## src/rtl/uart_rx.sv

```systemverilog
// uart_rx: 8N1 serial receiver, LSB first, mid-bit sampling.
// The rx line is synchronised through two flops; every decision uses the
// synchronised copy. Each completed frame updates rx_data, framing_error
// and parity_error together with a one-cycle rx_done strobe.
// Optional feature: define UART_RX_PARITY_EN to receive one even-parity
// bit between the data bits and the stop bit (8E1 framing).
module uart_rx #(
  parameter int CLK_FREQ  = 50_000_000,
  parameter int BAUD_RATE = 9600
) (
  input  logic       clk,
  input  logic       reset,
  input  logic       rx,
  output logic [7:0] rx_data,
  output logic       rx_done,
  output logic       rx_busy,
  output logic       framing_error,
  output logic       parity_error
);

  localparam int CLKS_PER_BIT = CLK_FREQ / BAUD_RATE;
  localparam int HALF_BIT     = CLKS_PER_BIT / 2;
  localparam int CNT_W        = (CLKS_PER_BIT > 1) ? $clog2(CLKS_PER_BIT) : 1;

  typedef enum logic [2:0] {
    S_IDLE      = 3'd0,
    S_START     = 3'd1,
    S_DATA      = 3'd2,
    S_STOP      = 3'd3,
    S_WAIT_HIGH = 3'd4
`ifdef UART_RX_PARITY_EN
    ,
    S_PARITY    = 3'd5
`endif
  } state_t;

  state_t           r_state;
  state_t           w_state_next;
  logic             r_sync1;
  logic             r_sync2;
  logic             w_rx_s;
  logic [CNT_W-1:0] r_cnt;
  logic [2:0]       r_bit_idx;
  logic [7:0]       r_shift;
  logic             w_half;
  logic             w_full;
  logic             w_shift_en;
  logic             w_done;
  logic [7:0]       r_rx_data;
  logic             r_rx_done;
  logic             r_framing_error;

  assign w_rx_s = r_sync2;
  assign w_half = (r_cnt == CNT_W'(HALF_BIT - 1));
  assign w_full = (r_cnt == CNT_W'(CLKS_PER_BIT - 1));

  // Two-flop synchroniser; resets to the idle (high) line level.
  always_ff @(posedge clk or negedge reset) begin
    if (!reset) begin
      r_sync1 <= 1'b1;
      r_sync2 <= 1'b1;
    end else begin
      // NOTE: non-blocking assignments here so r_sync2 takes the old r_sync1,
      // giving two real flop stages instead of one collapsed wire.
      r_sync1 <= rx;
      r_sync2 <= r_sync1;
    end
  end

  // State register.
  always_ff @(posedge clk or negedge reset) begin
    if (!reset) r_state <= S_IDLE;
    else        r_state <= w_state_next;
  end

  // Next-state decode and the per-cycle datapath strobes.
  always_comb begin
    // NOTE: every output of this block gets a default first, so no path
    // through the case leaves one unassigned and infers a latch.
    w_state_next = r_state;
    w_shift_en   = 1'b0;
    w_done       = 1'b0;
    case (r_state)
      S_IDLE: begin
        if (!w_rx_s) w_state_next = S_START;
      end
      S_START: begin
        // Mid start bit: still low means a real frame, high means a glitch.
        if (w_half) w_state_next = w_rx_s ? S_IDLE : S_DATA;
      end
      S_DATA: begin
        if (w_full) begin
          w_shift_en = 1'b1;
`ifdef UART_RX_PARITY_EN
          if (r_bit_idx == 3'd7) w_state_next = S_PARITY;
`else
          if (r_bit_idx == 3'd7) w_state_next = S_STOP;
`endif
        end
      end
`ifdef UART_RX_PARITY_EN
      S_PARITY: begin
        if (w_full) w_state_next = S_STOP;
      end
`endif
      S_STOP: begin
        if (w_full) begin
          w_done       = 1'b1;
          // A low stop bit may be the start of a break; wait for idle first.
          w_state_next = w_rx_s ? S_IDLE : S_WAIT_HIGH;
        end
      end
      S_WAIT_HIGH: begin
        if (w_rx_s) w_state_next = S_IDLE;
      end
      default: w_state_next = S_IDLE;
    endcase
  end

  // Baud counter: cleared on every state change, in IDLE and at each bit end.
  always_ff @(posedge clk or negedge reset) begin
    if (!reset) begin
      r_cnt <= '0;
    end else if ((w_state_next != r_state) || (r_state == S_IDLE) || w_full) begin
      r_cnt <= '0;
    end else begin
      r_cnt <= r_cnt + CNT_W'(1);
    end
  end

  // Bit index and shift register; first bit received ends up in bit 0.
  always_ff @(posedge clk or negedge reset) begin
    if (!reset) begin
      r_bit_idx <= 3'd0;
      r_shift   <= 8'h00;
    end else begin
      if (w_state_next != r_state) r_bit_idx <= 3'd0;
      else if (w_shift_en)         r_bit_idx <= r_bit_idx + 3'd1;
      if (w_shift_en) r_shift <= {w_rx_s, r_shift[7:1]};
    end
  end

  // Frame results, all registered in the stop-bit sample cycle.
  always_ff @(posedge clk or negedge reset) begin
    if (!reset) begin
      r_rx_data       <= 8'h00;
      r_rx_done       <= 1'b0;
      r_framing_error <= 1'b0;
    end else begin
      r_rx_done <= w_done;
      if (w_done) begin
        r_rx_data       <= r_shift;
        r_framing_error <= ~w_rx_s;
      end
    end
  end

`ifdef UART_RX_PARITY_EN
  logic r_par_bit;
  logic r_parity_error;

  // Capture the parity bit mid-bit, then check even parity with rx_done.
  always_ff @(posedge clk or negedge reset) begin
    if (!reset) begin
      r_par_bit      <= 1'b0;
      r_parity_error <= 1'b0;
    end else begin
      if ((r_state == S_PARITY) && w_full) r_par_bit <= w_rx_s;
      if (w_done) r_parity_error <= (^r_shift) ^ r_par_bit;
    end
  end

  assign parity_error = r_parity_error;
`else
  assign parity_error = 1'b0;
`endif

  assign rx_data       = r_rx_data;
  assign rx_done       = r_rx_done;
  assign framing_error = r_framing_error;
  assign rx_busy       = (r_state != S_IDLE);

endmodule

```

## config.mk

```make
export PLATFORM = sky130hd
export DESIGN_NAME = uart_rx
export DESIGN_NICKNAME = d
export VERILOG_FILES = /design/src/rtl/uart_rx.sv
export SDC_FILE = /design/constraint.sdc
export NUM_CORES = 1
export LEC_CHECK = 0
export ABC_AREA = 1
export ABC_CLOCK_PERIOD_IN_PS = 1560
export BUFFER_PORTS_ARGS = -buffer_cell sky130_fd_sc_hd__buf_2
export CAP_MARGIN = 20
export CELL_PAD_IN_SITES_DETAIL_PLACEMENT = 0
export CELL_PAD_IN_SITES_GLOBAL_PLACEMENT = 1
export CORE_MARGIN = 4
export CORE_UTILIZATION = 40
export DETAILED_ROUTE_END_ITERATION = 10
export HOLD_SLACK_MARGIN = 0.12
export PLACE_DENSITY_LB_ADDON = 0.05
export RECOVER_POWER = 100
export SLEW_MARGIN = 0
export SYNTH_ARGS = -nofsm -noshare
export SYNTH_HDL_FRONTEND = slang
export SYNTH_SLANG_ARGS = --single-unit
```

## constraint.sdc

```tcl
create_clock -name clk -period 1.56 [get_ports clk]
set_input_delay 0.468 -clock clk [delete_from_list [all_inputs] [get_ports clk]]
set_output_delay 0.468 -clock clk [all_outputs]
set_load 0.02 [all_outputs]
```

==> out/metrics.yaml <==
status:
  outcome: "finished, violations left"
  violations: "negative setup slack"
timing:
  maxSlewViolCount: 0
  finalCritPeriodShare_pct: 109
  hold_viol: 0
  setup_viol: 16
  grt_setup_unrepaired: "yes"
  clock.fmax_ghz: 0.589
  tightest_slew_ns: 0.991
  setup_ws_ns: -0.138
  clock_skew_ns: 0.0145
  slew_headroom_pct: 33.9
  holdWs_ns: 0.279
  post-route-min-period_ns: 1.70
floorplan:
  row_count: 24
  io_pins: 15
  core_mm2: 0.00450
  initial_core_util_pct: 42.5
  die-area_mm2: 0.00596
  die_y_um: 77.2
  die_x_um: 77.2
yosys:
  synth_enable_flop_cells: 0
  yosysWarnings: 0
  synth_area_per_cell_um2: 8.29
  synthesis.nets: 237
  synth.distinct_cells: 28
  synth_fa_ha_area_share_pct: 1.96
  synthCells: 231
  synth.area.mux_share_pct: 1.18
  synth_compound_gate_area_share_pct: 6.73
  synth_top_family_by_area: "simple AND/OR/NAND/NOR gates"
  ys_seq_elements: 39
  yosys.area_share.simple_pct: 27.0
  ys_async_sr_fraction_pct: 100
  synth_ff_type: "dfrtp_1"
  syn_area_mm2: 0.00192
  seq_area_frac_synth_pct: 51.1
  synth_xor_area_share_pct: 3.20
final_layout:
  final_cell_mix: "nand2_1 (54), dfrtp_1 (37), buf_4 (29)"
  final_cells: 332
  drive_above_1_share_pct: 30.0
  finish.net_count: 285
  n_antenna_cell: 0
  syn_to_final_growth_pct: 27.4
  mostFrequentLayoutCell: "nand2_1"
critical_path:
  cp-start-kind: "flop"
  critical_path.max_fanout: 13
  path_cells: "buf_4 -> nor3_1 -> nand2_1 -> nor2_1 -> o21bai_1 -> nor2_2 -> nand3_2 -> buf_12 -> nor2_1"
  end_kind: "flop"
  slowest_stage: "dfrtp_1"
  crit_path_frequent_cell: "nor2_1"
  worst-endpoint-required_ns: 1.74
  critPathMaxStageDelay_ns: 0.41
  critical_path_class: "flop to flop"
  cp.arrival_ns: 1.87
place:
  place_congestion: 0.805
  hpwl_um: 2820
  place_inst: 320
  io_buffers: 13
  dpl_worst_slack_ns: -0.117
drt:
  dr.pass1.iters: 4
  num_vias: 1525
  finalWirelength_um: 3800
  post_drt_wl_per_cell_um: 11.4
  drtAntennaViolNets: 0
  drt-initial-drc-count: 38
  drc_errors: 0
  vias_per_cell: 4.59
power:
  vdd_drop_max_uv: 459
  p_leak_uw: 0.00119
  power_density_mw_per_mm2: 776
cts:
  worstSkewPairLatency_ns: 0.29
  cts_made_buffers: 5
  cts_root_buffer: "clkbuf_8"
  clockBufferDepth: 2
  cts.clk_slew.worst_paths_ns: 0.07
  htreeDepth: 2
  clkSinkCount: 39
  cts_tree: "done"
run:
  cap_violations: 0
global_route:
  grt_pass1_vias: 1472
  antenna_found_initial: 0
  globalRouteOverflowTotal: 0
  grt_pass1_wl_um: 6830
  grt.total_usage_pct: 14.2
  grt_max_degree: 22
worst_hold_path:
  min_path_type: "input port to flop"
## synthesized netlist by cell type (all sizes together), types with 3 or more instances
library cell / n / area share, %
nand2: 58 / 11
nor2: 38 / 9.5
dfrtp: 37 / 48
inv: 35 / 6.9
o21ai: 21 / 5.5
nand3: 8 / 2.6
xor2: 7 / 3.2
nand4: 5 / 2.0
ha: 3 / 2.0
## registers in the layout (all words and copies together), names as in the netlist
name	count
framing_error	1
rx_data	8
rx_done	1
r_shift	8
r_cnt	13
r_bit_idx	3
r_sync1	1
r_state	3
r_sync2	1
## metal layers
| layer | up-vias | part of all wire (%) | global-route usage [%] |
|---|---|---|---|
| li1 | 803 | - | - |
| met1 | 703 | 52 | 20.4 |
| met2 | 15 | 44 | 21.5 |
| met3 | 4 | 2.9 | 3.28 |
| met4 | 0 | 0.82 | 3.74 |
| met5 | - | 0 | 0 |
## cell families after synthesis
kind of cell,Yosys count
multiplexers,2
AO/OA/AOI/OAI,24
AND/OR/NAND/NOR,114
flip-flops,39
buffers and inverters,41
XOR/XNOR,7
other,1
adder cells (fa/ha/maj),3
## power by group
part,switching (uW),internal (uW),leakage (uW),total (uW)
combinational,24.9,3.29,0.000613,28.2
sequential,2.21,1010,0.000523,1020
clock,368,482,0.0000548,850
## worst paths after layout
check | startpoint | end | slack (ns) | cells past startpoint
max reg2reg | r_state[2] | r_cnt[1] | -0.14 | 9
max in group asynchronous | reset | r_cnt[3] | 0.28 | 2
min | rx | r_sync1 | 0.28 | 1
min in group asynchronous | reset | rx_data[2] | 0.32 | 1
max | r_state[2] | r_cnt[1] | -0.14 | 9
min reg2reg | r_sync1 | r_sync2 | 0.36 | 0
## timing repair
item | in CTS | in global routing
gates resized for setup | 8 | 9
hold buffers | 0 | 0
endpoints found under the hold margin | 0 | 0
pin swaps | 2 | 2
setup buffers | 3 | 1
setup endpoints to repair | 25 | 26
## stage by stage
step | power, uW | utilization, % | TNS (ns) | instance area (um2)
2_1_floorplan | 1040 | - | 0 | 1930
3_3_place_gp | 1070 | 50.3 | -0.830 | 2260
3_5_place_dp | 1070 | 50.3 | -1.43 | 2260
4_1_cts | 1930 | 54.0 | -0.979 | 2430
5_1_grt | 2000 | 54.2 | -2.64 | 2440
6_report | 1900 | 54.2 | -1.60 | 2440
## cell type report
cell class	instances	area, um2
fillers	456	2060
repair buffers	45	314
multi-input cells	151	825
clock buffers	5	68.8
flip-flops and latches	39	978
inverters	37	144
clock inverters	3	46.3
well taps	52	65.1
## critical path, delay by kind of cell, from the launching register on
kind | cells | cell delay [ns]
compound gates | 1 | 0.14
buf+inv | 2 | 0.30
flops | 1 | 0.41
simple gates | 6 | 0.73
No activity file was read; power rests on OpenSTA's default activity.
